**config.mk**
```make
export PLATFORM = sky130hd
export DESIGN_NAME = serv_csr_seq
export DESIGN_NICKNAME = d
export VERILOG_FILES = /design/src/rtl/serv_csr_seq.sv
export SDC_FILE = /design/constraint.sdc
export NUM_CORES = 1
export LEC_CHECK = 0
export BUFFER_PORTS_ARGS = -buffer_cell sky130_fd_sc_hd__buf_2
export CAP_MARGIN = 20
export CORE_ASPECT_RATIO = 1.4
export CORE_MARGIN = 2
export CORE_UTILIZATION = 35
export CTS_BUF_LIST = sky130_fd_sc_hd__clkbuf_4 sky130_fd_sc_hd__clkbuf_8
export DETAILED_ROUTE_END_ITERATION = 10
export GPL_ROUTABILITY_DRIVEN = 0
export GPL_TIMING_DRIVEN = 0
export PLACE_DENSITY_LB_ADDON = 0.15
export SLEW_MARGIN = 20
export SYNTH_ARGS = -nofsm -noshare
export SYNTH_HDL_FRONTEND = slang
export SYNTH_SLANG_ARGS = --single-unit
```
**constraint.sdc**
```tcl
create_clock -name i_clk -period 5.5 [get_ports i_clk]
set_input_delay 1.1 -clock i_clk [delete_from_list [all_inputs] [get_ports i_clk]]
set_output_delay 1.1 -clock i_clk [all_outputs]
set_load 0.01 [all_outputs]
```
**src/rtl/serv_csr_seq.sv**
```systemverilog
// serv_csr_seq: arbitrates CSR instructions, exceptions and the timer IRQ
// and sequences the bit-serial CSR block through each W-cycle pass.
module serv_csr_seq #(
  parameter int W     = 32,
  parameter int CNT_W = 5
) (
  input  logic             i_clk,
  input  logic             i_rst_n,
  input  logic             i_csr_req,
  input  logic [2:0]       i_csr_sel,
  input  logic [1:0]       i_csr_source,
  input  logic             i_trap_req,
  input  logic             i_mtip,
  input  logic             i_timer_irq_en,
  output logic             o_en,
  output logic [CNT_W-1:0] o_cnt,
  output logic [2:0]       o_csr_sel,
  output logic [1:0]       o_csr_source,
  output logic             o_trap,
  output logic             o_pc_load,
  output logic             o_busy,
  output logic             o_csr_ack,
  output logic             o_trap_ack,
  output logic             o_irq_taken
);

  localparam logic [2:0] CSR_SEL_MTVEC  = 3'd1;
  localparam logic [2:0] CSR_SEL_MEPC   = 3'd2;
  localparam logic [1:0] CSR_SOURCE_CSR = 2'd0;
  localparam logic [CNT_W-1:0] CNT_LAST = CNT_W'(W - 1);

  typedef enum logic [2:0] {
    IDLE,
    CSR_RUN,
    TRAP_SAVE,
    TRAP_VEC,
    DONE
  } state_t;

  state_t           state;
  state_t           state_nxt;
  logic [CNT_W-1:0] cnt;
  logic [2:0]       sel_q;
  logic [1:0]       src_q;
  logic             irq_flag;
  logic             trap_pass;
  logic             irq;
  logic             last;

  assign irq   = i_mtip & i_timer_irq_en;
  assign last  = (cnt == CNT_LAST);
  assign o_cnt = cnt;

  always_comb begin
    state_nxt    = state;
    o_en         = 1'b0;
    o_trap       = 1'b0;
    o_pc_load    = 1'b0;
    o_busy       = 1'b1;
    o_csr_ack    = 1'b0;
    o_trap_ack   = 1'b0;
    o_irq_taken  = 1'b0;
    o_csr_sel    = CSR_SEL_MEPC;
    o_csr_source = CSR_SOURCE_CSR;
    unique case (state)
      IDLE: begin
        o_busy = 1'b0;
        if (i_trap_req | irq)
          state_nxt = TRAP_SAVE;
        else if (i_csr_req)
          state_nxt = CSR_RUN;
      end
      CSR_RUN: begin
        o_en         = 1'b1;
        o_csr_sel    = sel_q;
        o_csr_source = src_q;
        if (last)
          state_nxt = DONE;
      end
      TRAP_SAVE: begin
        o_en   = 1'b1;
        o_trap = 1'b1;
        if (last)
          state_nxt = TRAP_VEC;
      end
      TRAP_VEC: begin
        o_en      = 1'b1;
        o_pc_load = 1'b1;
        o_csr_sel = CSR_SEL_MTVEC;
        if (last)
          state_nxt = DONE;
      end
      DONE: begin
        o_csr_ack   = ~trap_pass;
        o_trap_ack  = trap_pass;
        o_irq_taken = trap_pass & irq_flag;
        state_nxt   = IDLE;
      end
      default: state_nxt = IDLE;
    endcase
  end

  always_ff @(posedge i_clk or negedge i_rst_n) begin
    if (!i_rst_n) begin
      state     <= IDLE;
      cnt       <= '0;
      sel_q     <= CSR_SEL_MEPC;
      src_q     <= CSR_SOURCE_CSR;
      irq_flag  <= 1'b0;
      trap_pass <= 1'b0;
    end else begin
      state <= state_nxt;
      if (state == IDLE) begin
        cnt <= '0;
        if (state_nxt != IDLE)
          trap_pass <= i_trap_req | irq;
        // an exception wins over a coincident IRQ, so no irq credit
        if (state_nxt != IDLE)
          irq_flag <= irq & ~i_trap_req;
        if (state_nxt == CSR_RUN) begin
          sel_q <= i_csr_sel;
          src_q <= i_csr_source;
        end
      end else if (o_en) begin
        cnt <= last ? '0 : cnt + 1'b1;
      end
      if (state == DONE)
        irq_flag <= 1'b0;
    end
  end

endmodule
```
==> impl_metrics.py <==
metrics = {
    "yosys": {
        "syn-cell-area_um2": 793.3,
        "ys_types": 28,
        "synth_top_cell_area_share_pct": 44.16,
        "syn-num-nets": 86,
        "ys_warn_count": 0,
        "synth_seq_area_share_pct": 47.48,
        "yosysMostFrequentCell": "dfrtp_1",
        "netlist_top_cells_area": "dfrtp_1 (44%), mux2_4 (9.5%), and3_1 (3.9%), dfstp_2 (3.3%), nor2_1 (3.3%)",
        "synth_edf_count": 0,
        "synth_area_leader_cell": "dfrtp_1",
        "synthArstFlopShare_pct": 100.0,
        "synthFlopType": "dfrtp_1",
        "syn_area_per_cell_um2": 10.87,
        "synthTopCellsByCount": "dfrtp_1 (14), nor2_1 (7), and3_1 (5), mux2_4 (5)",
        "ys_seq_elements": 15,
        "synthCells": 73,
    },
    "timing": {
        "fmax_mhz": 351.8,
        "finClkSkew_ps": 0.6743,
        "finalCritPeriodShare_pct": 51.68,
        "final-setup-viol-count": 0,
        "hold_violations": 0,
        "worstMarginPinSlew_ps": 459.9,
        "period_needed_ps": 2842,
        "hold_ws_ps": 522.3,
        "rsz0062_at_grt": "no",
        "setup_ws_ps": 2658,
        "maxSlewViolCount": 0,
        "max_slew_margin_pct": 69.34,
        "fin_setup_tns_ps": 0,
    },
    "cells_and_area": {
        "multi_input_area_um2": 375.4,
        "nFillCells": 227,
        "regArea_um2": 376.6,
        "fin_area_um2": 985.9,
        "instances_no_fill": 126,
        "syn_to_final_growth_pct": 24.29,
        "nNetsFinal": 118,
        "drive_above_1_share_pct": 38.46,
        "diodes": 0,
        "fin_util_pct": 45.81,
    },
    "clock_tree": {
        "clk_latency_ps": 280,
        "cts_tree": "built",
        "numCtsBuffers": 3,
        "root_buffer": "clkbuf_4",
        "cts_max_path_buffers": 2,
        "cts.sinks": 15,
        "clk_pin_slew_ps": 90,
        "cts.repair.resized": 0,
        "cts_hold_buf": 0,
        "cts_setup_buffers": 0,
        "ctsHtreeMaxLevel": 1,
    },
    "routing": {
        "via_count": 653,
        "wirelength_um": 1688,
        "vias_per_cell": 5.183,
        "ant_nets": 0,
        "drt_iter0_drc": 22,
        "drtPass1Iterations": 4,
        "routedWlPerCell_um": 13.40,
        "drc": 0,
    },
    "worst_setup_path": {
        "path_max_fanout": 10,
        "cp.arrival_ps": 1740,
        "crit_path_start_kind": "register",
        "critPathCaptureType": "output pin",
        "required_ps": 4400,
        "critical_path_class": "register to output pin",
    },
    "global_route": {
        "grt_max_degree": 16,
        "grt_overflow_total": 0,
        "antenna_found_initial": 0,
        "grt_pass1_wl_um": 2628,
        "grtUsageTotal_pct": 13.46,
        "grt_pass1_vias": 621,
    },
    "place": {
        "dp_cells": 122,
        "portBuffers": 27,
        "pre_cts_ws_ps": 2952,
        "dp.final_hpwl_um": 1237,
        "dpl-instance-area_um2": 955.9,
    },
    "floorplanning": {
        "die_area_um2": 2669,
        "die_h_um": 60.33,
        "chipWidth_um": 44.24,
        "initial_utilization_pct": 36.86,
        "io_pins": 28,
        "fp.coreArea_um2": 2152,
        "rows": 20,
    },
    "power_and_ir_drop": {
        "powerDensity_nw_per_um2": 396.8,
        "ir_worst_vdd_v": 0.0001997,
        "p_leak_nw": 0.5186,
        "power_uw": 391.2,
    },
    "min_path": {
        "hold_path_class": "register to register",
    },
    "outcome": {
        "status": "completed",
    },
    "flow_run": {
        "cap_violations": 0,
    },
}
[area by class of cell]
cell class,instances,area share [%]
inverter,2,0.7614
tap,22,2.792
sequential,15,38.20
clock buffer,4,3.046
timing repair buffer,27,13.71
multi-input combinational,51,38.07
buffer,5,3.426
[worst paths after layout]
kind	start	to	slack, ps	depth (start not counted)
max in group asynchronous	i_rst_n	sel_q[1]$_DFFE_PN1P_	4490	1
worst min-delay path	src_q[0]$_DFFE_PN0P_	src_q[0]$_DFFE_PN0P_	520	1
worst max register to register	state[2]$_DFF_PN0_	sel_q[2]$_DFFE_PN0P_	3670	5
min in group asynchronous	i_rst_n	o_cnt[1]$_DFFE_PN0P_	710	1
worst max-delay path	state[1]$_DFF_PN0_	o_irq_taken	2660	5
worst min register to register	src_q[0]$_DFFE_PN0P_	src_q[0]$_DFFE_PN0P_	520	1
[cell families (layout without fill, tap and decap cells)]
group	count (synthesis)	in the layout	synth area share, %
simple gates	26	26	18.14
mux	7	7	11.99
flops	15	15	47.48
buf+inv	7	38	5.205
fa+ha+maj	2	2	3.154
compound gates	16	16	14.04
[state kept, by name, summed over array words and instances (netlist names)]
name,flops
src_q,2
sel_q,3
irq_flag,1
trap_pass,1
o_cnt,5
state,3
[worst max-delay path, stage by stage, from the launching register on]
cell,delay [ps]
dfrtp_1,380
clkbuf_1,200
nor2_1,420
and3_1,230
and2_1,120
buf_2,120
[per-layer routing]
metal	part of all wire (%)	vias to the layer above	wire [µm]	GRT usage [%]
met4	1.1	0	19	6.494
met3	5.3	2	90	2.679
met2	54	25	911	24.58
met1	39	304	665	14.61
li1	-	322	-	-
met5	0	-	0	0
[where the power goes]
part / leakage, nW / total [mW] / switching, mW / internal (mW)
registers: 0.178 / 0.169 / 0.0275 / 0.142
clock network: 0.0184 / 0.0689 / 0.0359 / 0.0330
logic: 0.323 / 0.153 / 0.0756 / 0.0776
[placed cells by master, fill, tap and decap left out, types with 2 or more instances in the layout]
| cell type | n |
|---|---|
| a21oi_1 | 2 |
| a22o_1 | 2 |
| and2_1 | 3 |
| and3_1 | 5 |
| buf_2 | 27 |
| buf_6 | 2 |
| clkbuf_1 | 3 |
| clkbuf_4 | 4 |
| dfrtp_1 | 14 |
| ha_1 | 2 |
| inv_1 | 2 |
| mux2_4 | 5 |
| mux2i_1 | 2 |
| nand2_1 | 4 |
| nor2_1 | 7 |
| o21ai_0 | 4 |
| o31ai_1 | 3 |
No activity file was read; power rests on OpenSTA's default activity.
